==> src/rtl/nor_mis_stim_sequencer_if.sv <==
// rtl/nor_mis_stim_sequencer_if.sv - host-side control and record bus of the NOR MIS stimulus sequencer
//
// master (host logic) drives: start, abort, ofs_min, ofs_max, reps
// slave (sequencer) drives:   busy, done, rec_valid, rec_ofs, rec_dir, rec_lat, rec_to
interface nor_mis_stim_sequencer_if #(
    parameter int OFS_W = 5,
    parameter int REP_W = 8,
    parameter int TS_W  = 8
);
    logic             start;
    logic             abort;
    logic [OFS_W-1:0] ofs_min;
    logic [OFS_W-1:0] ofs_max;
    logic [REP_W-1:0] reps;
    logic             busy;
    logic             done;
    logic             rec_valid;
    logic [OFS_W-1:0] rec_ofs;
    logic             rec_dir;
    logic [TS_W-1:0]  rec_lat;
    logic             rec_to;

    modport master (
        output start, abort, ofs_min, ofs_max, reps,
        input  busy, done, rec_valid, rec_ofs, rec_dir, rec_lat, rec_to
    );

    modport slave (
        input  start, abort, ofs_min, ofs_max, reps,
        output busy, done, rec_valid, rec_ofs, rec_dir, rec_lat, rec_to
    );
endinterface

==> src/rtl/nor_mis_stim_sequencer.sv <==
// rtl/nor_mis_stim_sequencer.sv - skew-sweeping stimulus sequencer and latency recorder for the NOR2 MIS structure
//
// Ports: clk, rst_n (async active-low); host (slave modport: start/abort/ofs_min/ofs_max/reps in,
// busy/done/rec_* out); dut_out (async termination-chain output); inA1/inA2 (to myinA1/myinA2).
// Optional feature macro: NOR_MIS_TIMESTAMP_EN (synchronizer, timestamp and rec_lat/rec_to logic).
module nor_mis_stim_sequencer #(
    parameter int OFS_W = 5,
    parameter int REP_W = 8,
    parameter int GAP   = 16,
    parameter int TS_W  = 8
) (
    input  logic                    clk,
    input  logic                    rst_n,
    nor_mis_stim_sequencer_if.slave host,
    input  logic                    dut_out,
    output logic                    inA1,
    output logic                    inA2
);
    localparam int CNT_W = ($clog2(GAP) > OFS_W) ? $clog2(GAP) + 1 : OFS_W + 1;

    typedef enum logic [2:0] {S_IDLE, S_ARM, S_LEAD, S_SKEW, S_HOLD, S_NEXT} state_t;
    state_t state, state_nx;

    logic [CNT_W-1:0]        cnt, cnt_nx;
    logic signed [OFS_W-1:0] d, d_nx, ofs_max_q, ofs_max_nx;
    logic [REP_W-1:0]        reps_q, reps_nx, rep_left, rep_left_nx;
    logic                    phase, phase_nx;    // 0 = rise phase, 1 = fall phase
    logic                    a1_nx, a2_nx;
    logic                    busy_q, busy_nx, done_q, done_nx;
    logic                    rv_q, rv_nx, rdir_q, rdir_nx, rto_q, rto_nx;
    logic [OFS_W-1:0]        rofs_q, rofs_nx;
    logic [TS_W-1:0]         rlat_q, rlat_nx;

    logic signed [CNT_W-1:0] d_wide;
    logic [CNT_W-1:0]        mag;
    logic                    empty, last_rec, hold_end, hold_rec, aborting;
    logic [TS_W-1:0]         lat_val;
    logic                    to_val;

    assign d_wide   = CNT_W'(d);
    assign mag      = d_wide[CNT_W-1] ? -d_wide : d_wide;
    assign empty    = d > ofs_max_q;    // d still holds ofs_min while in ARM
    assign last_rec = phase && (rep_left == REP_W'(1)) && (d == ofs_max_q);
    assign hold_end = (state == S_HOLD) && (cnt == '0);
    assign hold_rec = (state == S_HOLD) && (cnt == CNT_W'(1));
    assign aborting = host.abort && (state != S_IDLE);

    always_ff @(posedge clk or negedge rst_n) begin
        if (!rst_n) state <= S_IDLE;
        else        state <= state_nx;
    end

    always_comb begin
        state_nx = state;
        if (aborting) begin
            state_nx = S_IDLE;
        end else begin
            case (state)
                S_IDLE: if (host.start) state_nx = S_ARM;
                S_ARM: begin
                    if (empty)            state_nx = S_IDLE;
                    else if (cnt == '0)   state_nx = (d == '0) ? S_HOLD : S_LEAD;
                end
                S_LEAD: state_nx = (mag == CNT_W'(1)) ? S_HOLD : S_SKEW;
                S_SKEW: if (cnt == '0) state_nx = S_HOLD;
                S_HOLD: if (cnt == '0) state_nx = last_rec ? S_IDLE : S_NEXT;
                S_NEXT: state_nx = (d == '0) ? S_HOLD : S_LEAD;
                default: state_nx = S_IDLE;
            endcase
        end
    end

    // Edges are launched on entry to LEAD (leader) and HOLD (follower, or both when d==0).
    always_comb begin
        cnt_nx      = (cnt != '0) ? cnt - CNT_W'(1) : cnt;
        d_nx        = d;
        ofs_max_nx  = ofs_max_q;
        reps_nx     = reps_q;
        rep_left_nx = rep_left;
        phase_nx    = phase;
        a1_nx       = inA1;
        a2_nx       = inA2;
        busy_nx     = busy_q;
        done_nx     = 1'b0;
        rv_nx       = 1'b0;
        rofs_nx     = rofs_q;
        rdir_nx     = rdir_q;
        rlat_nx     = rlat_q;
        rto_nx      = rto_q;
        if (state == S_IDLE) begin
            if (host.start) begin
                cnt_nx      = CNT_W'(GAP - 1);
                d_nx        = host.ofs_min;
                ofs_max_nx  = host.ofs_max;
                reps_nx     = (host.reps == '0) ? REP_W'(1) : host.reps;
                rep_left_nx = reps_nx;
                phase_nx    = 1'b0;
                busy_nx     = 1'b1;
            end
        end else if (aborting || (state == S_ARM && empty) || (hold_end && last_rec)) begin
            a1_nx   = 1'b0;
            a2_nx   = 1'b0;
            busy_nx = 1'b0;
            done_nx = 1'b1;
        end else begin
            if (state_nx == S_LEAD) begin
                if (!d[OFS_W-1]) a1_nx = ~phase;
                else             a2_nx = ~phase;
            end
            if (state_nx == S_SKEW && state == S_LEAD) cnt_nx = mag - CNT_W'(2);
            if (state_nx == S_HOLD && state != S_HOLD) begin
                a1_nx  = ~phase;
                a2_nx  = ~phase;
                cnt_nx = CNT_W'(GAP - 1);
            end
            if (hold_rec) begin
                rv_nx   = 1'b1;
                rofs_nx = d;
                rdir_nx = ~phase;
                rlat_nx = lat_val;
                rto_nx  = to_val;
            end
            // The final point exits through the done branch above, so d never increments past ofs_max.
            if (hold_end) begin
                phase_nx = ~phase;
                if (phase) begin
                    if (rep_left == REP_W'(1)) begin
                        rep_left_nx = reps_q;
                        d_nx        = d + OFS_W'(1);
                    end else begin
                        rep_left_nx = rep_left - REP_W'(1);
                    end
                end
            end
        end
    end

    always_ff @(posedge clk or negedge rst_n) begin
        if (!rst_n) begin
            cnt <= '0; d <= '0; ofs_max_q <= '0; reps_q <= '0; rep_left <= '0; phase <= 1'b0;
            inA1 <= 1'b0; inA2 <= 1'b0; busy_q <= 1'b0; done_q <= 1'b0;
            rv_q <= 1'b0; rofs_q <= '0; rdir_q <= 1'b0; rlat_q <= '0; rto_q <= 1'b0;
        end else begin
            cnt <= cnt_nx; d <= d_nx; ofs_max_q <= ofs_max_nx; reps_q <= reps_nx;
            rep_left <= rep_left_nx; phase <= phase_nx;
            inA1 <= a1_nx; inA2 <= a2_nx; busy_q <= busy_nx; done_q <= done_nx;
            rv_q <= rv_nx; rofs_q <= rofs_nx; rdir_q <= rdir_nx; rlat_q <= rlat_nx; rto_q <= rto_nx;
        end
    end

`ifdef NOR_MIS_TIMESTAMP_EN
    logic [1:0]      sync;
    logic            ref_lvl, seen, differ;
    logic [TS_W-1:0] ts, lat_cap;

    assign differ = sync[1] != ref_lvl;

    // The reference is the synchronized level in the cycle just before the lead edge.
    always_ff @(posedge clk or negedge rst_n) begin
        if (!rst_n) begin
            sync <= '0; ref_lvl <= 1'b0; seen <= 1'b0; ts <= '0; lat_cap <= '0;
        end else begin
            sync <= {sync[0], dut_out};
            if ((state == S_ARM || state == S_NEXT) && (state_nx == S_LEAD || state_nx == S_HOLD))
                ref_lvl <= sync[1];
            if (state_nx == S_HOLD && state != S_HOLD) begin
                ts   <= '0;
                seen <= 1'b0;
            end else if (state == S_HOLD) begin
                if (ts != '1) ts <= ts + TS_W'(1);
                if (!seen && differ) begin
                    seen    <= 1'b1;
                    lat_cap <= ts;
                end
            end
        end
    end

    assign to_val  = !seen && !differ;
    assign lat_val = seen ? lat_cap : (differ ? ts : '1);
`else
    logic unused_dut_out;
    assign unused_dut_out = dut_out;
    assign to_val  = 1'b0;
    assign lat_val = '0;
`endif

    assign host.busy      = busy_q;
    assign host.done      = done_q;
    assign host.rec_valid = rv_q;
    assign host.rec_ofs   = rofs_q;
    assign host.rec_dir   = rdir_q;
    assign host.rec_lat   = rlat_q;
    assign host.rec_to    = rto_q;
endmodule

==> src/flat_wrapper.sv <==
// flat-port wrapper written by rule: the top's interface ports become plain ports
module nor_mis_stim_sequencer_flat 
#(
    parameter int OFS_W = 5,
    parameter int REP_W = 8,
    parameter int GAP   = 16,
    parameter int TS_W  = 8
)
  (clk, rst_n, dut_out, inA1, inA2, host_start, host_abort, host_ofs_min, host_ofs_max, host_reps, host_busy, host_done, host_rec_valid, host_rec_ofs, host_rec_dir, host_rec_lat, host_rec_to);
  nor_mis_stim_sequencer_if #(.OFS_W(OFS_W), .REP_W(REP_W), .TS_W(TS_W)) host_i ();
  input  logic clk;
  input  logic rst_n;
  input  logic dut_out;
  output logic inA1;
  output logic inA2;
  input wire logic [$bits(host_i.start)-1:0] host_start;
  input wire logic [$bits(host_i.abort)-1:0] host_abort;
  input wire logic [$bits(host_i.ofs_min)-1:0] host_ofs_min;
  input wire logic [$bits(host_i.ofs_max)-1:0] host_ofs_max;
  input wire logic [$bits(host_i.reps)-1:0] host_reps;
  output wire logic [$bits(host_i.busy)-1:0] host_busy;
  output wire logic [$bits(host_i.done)-1:0] host_done;
  output wire logic [$bits(host_i.rec_valid)-1:0] host_rec_valid;
  output wire logic [$bits(host_i.rec_ofs)-1:0] host_rec_ofs;
  output wire logic [$bits(host_i.rec_dir)-1:0] host_rec_dir;
  output wire logic [$bits(host_i.rec_lat)-1:0] host_rec_lat;
  output wire logic [$bits(host_i.rec_to)-1:0] host_rec_to;
  assign host_i.start = host_start;
  assign host_i.abort = host_abort;
  assign host_i.ofs_min = host_ofs_min;
  assign host_i.ofs_max = host_ofs_max;
  assign host_i.reps = host_reps;
  assign host_busy = host_i.busy;
  assign host_done = host_i.done;
  assign host_rec_valid = host_i.rec_valid;
  assign host_rec_ofs = host_i.rec_ofs;
  assign host_rec_dir = host_i.rec_dir;
  assign host_rec_lat = host_i.rec_lat;
  assign host_rec_to = host_i.rec_to;
  nor_mis_stim_sequencer #(.OFS_W(OFS_W), .REP_W(REP_W), .GAP(GAP), .TS_W(TS_W)) u_core (.clk(clk), .rst_n(rst_n), .host(host_i), .dut_out(dut_out), .inA1(inA1), .inA2(inA2));
endmodule
==> config.mk <==
export PLATFORM = sky130hd
export DESIGN_NAME = nor_mis_stim_sequencer_flat
export DESIGN_NICKNAME = d
export VERILOG_FILES = /design/src/rtl/nor_mis_stim_sequencer_if.sv /design/src/rtl/nor_mis_stim_sequencer.sv /design/src/flat_wrapper.sv
export SDC_FILE = /design/constraint.sdc
export NUM_CORES = 1
export LEC_CHECK = 0
export ABC_AREA = 1
export CAP_MARGIN = 40
export CORE_MARGIN = 5
export CORE_UTILIZATION = 62
export CTS_BUF_LIST = sky130_fd_sc_hd__clkbuf_2
export CTS_CLUSTER_SIZE = 14
export DETAILED_ROUTE_END_ITERATION = 6
export PLACE_DENSITY = 0.89
export SYNTH_ARGS = -nofsm -noshare
export SYNTH_HDL_FRONTEND = slang
export SYNTH_SLANG_ARGS = --single-unit
==> constraint.sdc <==
create_clock -name clk -period 5.47 [get_ports clk]
set_input_delay 1.641 -clock clk [delete_from_list [all_inputs] [get_ports clk]]
set_output_delay 1.641 -clock clk [all_outputs]
set_load 0.005 [all_outputs]
Yosys cells after proc, flatten, opt, wreduce, memory -nomap -nowiden
Index checks and enable logic that the tools add are counted.
W data, S select, Z words.
{ "classes": {"mux": 50, "reduce_logical": 31, "n_eq_ne": 16, "order_cmp": 1, "bitwise": 3, "addsub": 5} }
{ "op_table": {"columns": ["operator", "count"], "rows": [
  ["$mux W8", 7],
  ["$mux W6", 7],
  ["$mux W5", 6],
  ["$mux W3", 9],
  ["$mux W1", 20],
  ["$pmux W3 S6", 1],
  ["$eq A3 B2 Y1 const B", 4],
  ["$eq A6 B1 Y1 const B", 2],
  ["$reduce_and A3 Y1", 4],
  ["$eq A3 B3 Y1 const B", 3],
  ["$logic_and A1 B1 Y1", 9],
  ["$reduce_bool A3 Y1", 3],
  ["$eq A8 B1 Y1 const B", 1],
  ["$logic_not A8 Y1", 1],
  ["$reduce_bool A2 Y1", 4],
  ["$sub A8 B1 Y8 const B", 1],
  ["$logic_not A6 Y1", 1],
  ["$ne A3 B3 Y1 const B", 2],
  ["$neg A5 Y6", 1],
  ["$reduce_bool A6 Y1", 1],
  ["$sub A6 B1 Y6 const B", 1],
  ["$sub A6 B2 Y6 const B", 1],
  ["$add A5 B2 Y5 const B", 1],
  ["$eq A5 B5 Y1", 1],
  ["other kinds (11)", 15]
]} }
{ "word_totals": {"input_bits": 23, "out_inout_bits": 20, "wordCells": 120, "reg_bits": 47} }

Longest topological paths before layout
Gate-level depths: netlist of the first run.
{ "logic_depth": {"word_depth": 13, "mapped_depth": 17, "depth_no_buf": 17} }

Worst setup path after synthesis of the first run
No wires, ideal clock.
{ "synth_path": {"kind": "input -> register", "start": "in host_start", "end": "reg u_core.cnt[0]", "path_slack_ns": 2.809, "arrival_ns": 2.540, "n_path_buf": 0, "stages": 11, "required_ns": 5.349, "setup_ns": 0.121, "path_cell_list": "inv_1 nor2_4 inv_2 nand3_1 inv_2 nand2_2 nand3_2 nand2_1 nand3_1 nand2_1 nand2_1"} }
{ "synth_via": {"elab_chain_len": 9, "elab_cells_between_ends": 12, "cone_classes": "eq/ne (2); mux (8); reduce/logical (2)"} }
{ "synth_lines": {"columns": ["element", "line", "text"], "rows": [
  ["start, declared", "flat_wrapper.sv:16", "input wire logic [$bits(host_i.start)-1:0] host_start;"],
  ["$mux W3", "nor_mis_stim_sequencer.sv:59", "S_IDLE: if (host.start) state_nx = S_ARM;"],
  ["$pmux W3 S6", "nor_mis_stim_sequencer.sv:58", "case (state)"],
  ["$mux W3", "nor_mis_stim_sequencer.sv:55", "if (aborting) begin"],
  ["$eq A3 B2 Y1", "nor_mis_stim_sequencer.sv:110", "if (state_nx == S_SKEW && state == S_LEAD) cnt_nx = mag - CNT_W'(2);"],
  ["$logic_and A1 B1 Y1", "nor_mis_stim_sequencer.sv:110", null],
  ["$mux W6", "nor_mis_stim_sequencer.sv:110", null],
  ["$mux W6", "nor_mis_stim_sequencer.sv:111", "if (state_nx == S_HOLD && state != S_HOLD) begin"],
  ["$mux W6", "nor_mis_stim_sequencer.sv:100", "end else if (aborting || (state == S_ARM && empty) || (hold_end && last_rec)) begin"],
  ["$mux W6 *", "nor_mis_stim_sequencer.sv:90", "if (state == S_IDLE) begin"],
  ["named net u_core.cnt_nx[0]", "nor_mis_stim_sequencer.sv:24", "logic [CNT_W-1:0] cnt, cnt_nx;"],
  ["end signal, assigned", "nor_mis_stim_sequencer.sv:144", "cnt <= cnt_nx; d <= d_nx; ofs_max_q <= ofs_max_nx; reps_q <= reps_nx;"],
  ["end, declared", "nor_mis_stim_sequencer.sv:24", null]
]} }
Mark *: on every way through the listed nets, which the timed path passes. The rest lies on a longest branch.
A chain may end at the register's enable or synchronous reset.

Worst setup path in the final report of the first run
{ "layout_path": {"start": "in host_start", "end": "reg u_core.cnt[2]"} }
Same word-level chain as after synthesis.

==> impl_metrics.json, run 1 <==
{
  "status": "finished, final reports clean",
  "synth_area_leader_cell": "dfrtp_1",
  "rsz0062_at_grt": "no",
  "fp.dieW_um": 81.4,
  "cts.repair.resized": 0,
  "setup_tns_ps": 0,
  "die_height_um": 81.4,
  "setup_viol": 0,
  "holdCritStartpoint": "u_core.reps_q[6]",
  "nets": 489,
  "worst_pin_slew_ps": 510,
  "synth_cell_types": 40,
  "cpLargestDelayFamily": "simple AND/OR/NAND/NOR gates",
  "criticalPathCategory": "in2reg",
  "cts_hold_buf": 0,
  "critPathBufInv": 4,
  "hold_path.class": "reg2reg",
  "syn_avg_cell_area_um2": 7.46,
  "cpMostUsedCell": "nand2_1",
  "endpoint_kind": "flip-flop",
  "tritoncts": "yes",
  "synth_top_cell_area_share_pct": 37.3,
  "drt-wirelength-per-cell_um": 13.7,
  "placedCellCount": 517,
  "grt_max_degree": 28,
  "firstDrtPassIters": 5,
  "n_antenna_cell": 0,
  "p_total_uw": 1760,
  "drv_cap": 0,
  "post-cts-setup-buffer-count": 0,
  "irDropWorstVdd_mv": 0.279,
  "synth_edf_count": 0,
  "grt_first_pass_wirelength_mm": 12.5,
  "cts_max_level": 2,
  "cts.sink_count": 47,
  "grt_pass1_vias": 2846,
  "synth.top_cells.by_count": "126 x nand2_1, 47 x dfrtp_1, 42 x inv_1, 31 x o21ai_0, 23 x nand3_1",
  "synthTopCellsByArea": "dfrtp_1 37%, nand2_1 15%, inv_1 5.0%",
  "drtAntennaViolNets": 0,
  "start_util_pct": 63.0,
  "die_area_um2": 6620,
  "fin_crit_sh_pct": 60.6,
  "clock_latency_ps": 440,
  "finClkSkew_ps": 28.9,
  "crit_arrival_ps": 3650,
  "ctsLongestPathBuffers": 2,
  "gp_congestion": 0.931,
  "dpl_cell_area_um2": 3510,
  "setup.worst_path.start": "host_start",
  "p_leak_uw": 0.00175,
  "async_flop_share_pct": 100,
  "syn_area_um2": 3160,
  "powerDensity_nw_per_um2": 495,
  "root_buffer": "clkbuf_2",
  "max-slew-margin-rel_pct": 66.0,
  "synth_most_common_cell": "nand2_1",
  "ys_ff_latch": 47,
  "worstPathRequired_ps": 5810,
  "hold_viol": 0,
  "cp_cell_sequence": "clkdlybuf4s50_1 -> inv_1 -> nor2_4 -> inv_2 -> nand3_1 -> inv_2 -> nand2_2 -> nand3_2 -> nand2_1 -> nand3_1 -> nand2_1 -> nand2_1",
  "via_per_inst": 5.38,
  "fmax_ghz": 0.302,
  "drive_gt1_share_pct": 10.3,
  "wl_mm": 7.20,
  "crit_path_max_fanout": 17,
  "synthCells": 423,
  "final-instance-count-excl-fill": 525,
  "cts-buffers-inserted": 5,
  "drt-initial-drc-count": 224,
  "vias": 2825,
  "seq_area_frac_synth_pct": 37.3,
  "dp.final_hpwl_mm": 5.44,
  "path_clk_slew_ps": 230,
  "grt_util_all_layers_pct": 23.9,
  "min_period_ps": 3310,
  "core_um2": 5010,
  "io_buffers": 32,
  "grt_overflow": 0,
  "area_delta_synth_final_pct": 12.3,
  "rows": 26,
  "start_kind": "input port",
  "ios": 43,
  "ys_warn_count": 0,
  "slew_violations": 0,
  "antenna_found_initial": 0,
  "critical_path.slowest_cell": "clkdlybuf4s50_1",
  "final_area_um2": 3550,
  "critPathMaxStageDelay_ps": 530,
  "synth-main-ff-cell": "dfrtp_1",
  "drc_errors": 0,
  "n_fill_cell": 424,
  "crit-reg2reg-launch": "u_core.d[4]"
}
area by class of cell:
| type | instances | area (µm²) | share of cell area, % |
|---|---|---|---|
| clock buffers | 5 | 25.0 | 0.706 |
| clock inverters | 3 | 15.0 | 0.423 |
| inverters | 52 | 198 | 5.58 |
| multi-input cells | 315 | 1710 | 48.2 |
| flip-flops and latches | 47 | 1180 | 33.2 |
| well taps | 70 | 87.6 | 2.47 |
| repair buffers | 33 | 335 | 9.46 |
flip-flops by register name, summed over array words and instances (netlist names), 3 cells and up:
register             cells
u_core.ofs_max_q         5
u_core.rep_left          8
u_core.host.rec_ofs      5
u_core.d                 5
u_core.state             3
u_core.cnt               6
u_core.reps_q            8
metal layers:
layer	wire (µm)	vias up	track usage, %	part of all wire [%]
li1	-	1403	-	-
met1	3060	1325	29.6	43
met2	3650	86	42.5	51
met3	411	11	3.77	5.7
met4	80	0	7.09	1.1
met5	0	-	0	0
final timing paths:
kind | to | slack (ps) | cells after the start
min in group asynchronous | u_core.d[1] | 1140 | 1
worst min-delay path | u_core.reps_q[6] | 510 | 2
worst max-delay path | u_core.cnt[2] | 2160 | 12
max in group asynchronous | u_core.cnt[3] | 3820 | 2
worst max register to register | u_core.cnt[3] | 2980 | 16
worst min register to register | u_core.reps_q[6] | 510 | 2
layout by cell type, fill, tap and decap left out, types with 2 or more instances in the layout:
cell type          n
inv_1             42
nand2_4            3
nor3_1             2
dfrtp_1           47
conb_1             9
xor2_1             9
nand2_2            5
nand3_2            3
nor2_4             8
a21oi_1           10
nand3_1           23
nand2_1          126
or2_2              2
clkinv_1           4
mux2i_1            2
inv_2              7
o21ai_0           31
o21ai_1           11
o211ai_1           5
nand4_1           12
ha_1              12
clkdlybuf4s50_1   31
clkbuf_2           5
nor2_2             6
o21ai_4            2
nor2_1            22
xnor2_1            3
power breakdown:
| part | internal (µW) | switching, µW | leakage, µW |
|---|---|---|---|
| clock | 28.4 | 119 | 0.0000241 |
| combinational | 367 | 643 | 0.00114 |
| sequential | 473 | 127 | 0.000586 |
| total | 868 | 888 | 0.00175 |
tightest hold or removal path: stages, from the launching register on:
cell and delay [ps]:
dfrtp_1 400, nand2_1 50, nand2_1 50
per-stage QoR:
stage | hold WS [ps] | util, % | setup WS (ps)
CTS | 508 | 70.8 | 2200
global route | 538 | 70.8 | 2020
finish | 507 | 70.8 | 2160
detailed placement | 459 | 70.0 | 1710
global placement | 451 | 69.6 | 1780
floorplan | 437 | - | 2810
kinds of logic (layout without fill, tap and decap cells):
| kind of cell | count (synthesis) | after routing | synth area share, % |
|---|---|---|---|
| other | 1 | 9 | 0.119 |
| flip-flops | 47 | 47 | 37.3 |
| multiplexers | 2 | 2 | 0.634 |
| adder cells (fa/ha/maj) | 12 | 12 | 4.76 |
| XOR/XNOR | 12 | 12 | 3.33 |
| AO/OA/AOI/OAI | 64 | 64 | 11.7 |
| buffers and inverters | 69 | 93 | 9.55 |
| AND/OR/NAND/NOR | 216 | 216 | 32.7 |
Power figures use the tool's default switching activity.
==> run 2: changes to the inputs <==
- CORE_UTILIZATION: 62 -> 52
- PLACE_DENSITY: 0.89 -> 0.79
- clock period: 5.47 -> 2.7 ns (I/O delays scaled with it)
==> run 2 against run 1 <==
Against the previous run:
- largest power group unchanged
- die area up 17%
- total power increased by 110%
- cell count increased by 1.5%
- count of clock-buffer cells in the layout did not move
- highest routed layer unchanged
- setup slack worse by 1900 ps
- sequential power is 100% higher
- via count fell by 0.35%
- combinational power up 100%
- final area up 1.2%
- critical path depth grew 4
==> impl_metrics.json, run 2 (synthesis gave the netlist of run 1 again) <==
{
  "vias": 2815,
  "firstDrtPassIters": 4,
  "setup_viol": 0,
  "grt_max_degree": 27,
  "grt_pass1_vias": 2790,
  "fin_crit_sh_pct": 89.9,
  "crit_path_max_fanout": 9,
  "fmax_ghz": 0.412,
  "start_kind": "flip-flop",
  "critPathMaxStageDelay_ps": 540,
  "criticalPathCategory": "reg2reg",
  "die_height_um": 87.9,
  "nets": 492,
  "grt_first_pass_wirelength_mm": 12.5,
  "setup_tns_ps": 0,
  "cts_max_level": 2,
  "clock_latency_ps": 430,
  "fin_ws_ps": 273,
  "slew_violations": 0,
  "die_area_um2": 7730,
  "reg2reg_depth": 16,
  "irDropWorstVdd_mv": 0.545,
  "hold_path.class": "in2async",
  "reg2reg_setup_slack_ps": 270,
  "mostFrequentLayoutCells": "126 x nand2_1, 46 x dfrtp_1, 42 x inv_1",
  "rows": 28,
  "area_delta_synth_final_pct": 13.6,
  "post-cts-setup-buffer-count": 0,
  "drt-initial-drc-count": 138,
  "status": "finished, final reports clean",
  "drtAntennaViolNets": 0,
  "wl_mm": 7.23,
  "tritoncts": "yes",
  "p_leak_uw": 0.00178,
  "hold_viol": 0,
  "p_total_uw": 3650,
  "dp.final_hpwl_mm": 5.47,
  "setup.worst_path.start": "u_core.d[4]",
  "ctsLongestPathBuffers": 2,
  "cts-buffers-inserted": 5,
  "powerDensity_nw_per_um2": 1020,
  "cpMostUsedCell": "nand2_1",
  "min_period_ps": 2430,
  "drive_gt1_share_pct": 11.4,
  "gp_congestion": 0.840,
  "drv_cap": 0,
  "rsz0062_at_grt": "no",
  "antenna_found_initial": 0,
  "pre_cts_ws_ps": 229,
  "cp_cell_sequence": "ha_1 -> nand2_1 -> nor2_2 -> nand2_1 -> clkinv_1 -> nand4_1 -> nand2_1 -> nand2_1 -> nor2_1 -> nand2_1 -> nand3_2 -> nand2_1 -> inv_1 -> o21ai_1 -> nand2_1 -> nand2_1",
  "drt-wirelength-per-cell_um": 13.6,
  "via_per_inst": 5.28,
  "crit_arrival_ps": 2770,
  "crit-reg2reg-launch": "u_core.d[4]",
  "final_common_cell": "nand2_1",
  "grt_util_all_layers_pct": 20.5,
  "drc_errors": 0,
  "r2r-end": "u_core.cnt[3]",
  "top_regs": "u_core.rep_left x8, u_core.reps_q x8, u_core.cnt x6",
  "start_util_pct": 53.3,
  "n_fill_cell": 539,
  "cts.sink_count": 47,
  "io_buffers": 32,
  "fp.dieW_um": 87.9,
  "critical_path.slowest_cell": "dfrtp_2",
  "core_um2": 5920,
  "finClkSkew_ps": 12.6,
  "root_buffer": "clkbuf_2",
  "grt_overflow": 0,
  "ios": 43,
  "worstPathRequired_ps": 3050,
  "n_antenna_cell": 0,
  "path_clk_slew_ps": 250,
  "endpoint_kind": "flip-flop"
}
==> run 2: cell type report <==
type	count	area (µm²)	share of cell area (%)
Multi-Input combinational cell	315	1710	47.6
Sequential cell	47	1180	32.8
Timing Repair Buffer	36	345	9.63
Inverter	52	198	5.51
Tap cell	75	93.8	2.62
Clock inverter	3	38.8	1.08
Clock buffer	5	25.0	0.698
==> run 2: worst max-delay path: cells and delay by family, from the launching register on <==
family	cells	cell delay (ps)
simple gates	12	1160
flops	1	540
fa+ha+maj	1	370
buf+inv	2	190
compound gates	1	90
==> run 2: report_power, final <==
part	switching (µW)	internal, µW	leakage, µW
registers	252	960	0.000585
logic	1290	753	0.00115
clock network	235	152	0.0000404
==> run 2: worst max-delay path by stage <==
stage                          to  slack [ps]  cells after the start
5_1_grt             u_core.cnt[3]          20                     16
2_1_floorplan       u_core.cnt[3]         760                     15
3_3_place_gp   u_core.rep_left[4]         250                     10
6_report            u_core.cnt[3]         270                     16
3_5_place_dp   u_core.rep_left[6]         230                     10
4_1_cts             u_core.cnt[3]         250                     16
==> run 2: timing repair <==
action / 4_1_cts / 5_1_grt
hold buffers: 0 / 0
gates resized for setup: 0 / 1
endpoints found under the setup margin: 0 / 2
==> run 2: per-layer routing <==
layer | track usage (%) | vias to the layer above | share of wire [%]
met2 | 34.0 | 86 | 48
met5 | 0 | - | 0
met1 | 25.8 | 1290 | 43
li1 | - | 1419 | -
met4 | 9.76 | 0 | 3.3
met3 | 3.76 | 20 | 5.4
==> run 2: through the flow <==
| stage | hold slack, ps | cells | util (%) | cell area [µm²] |
|---|---|---|---|---|
| final | 230 | 533 | 60.6 | 3590 |
| after detailed placement | 454 | 525 | 59.5 | 3520 |
| after global routing | 196 | 533 | 60.6 | 3590 |
| after CTS | 225 | 533 | 60.6 | 3590 |
| after floorplan | 437 | 431 | - | 3190 |
| after global placement | 453 | 525 | 59.5 | 3520 |
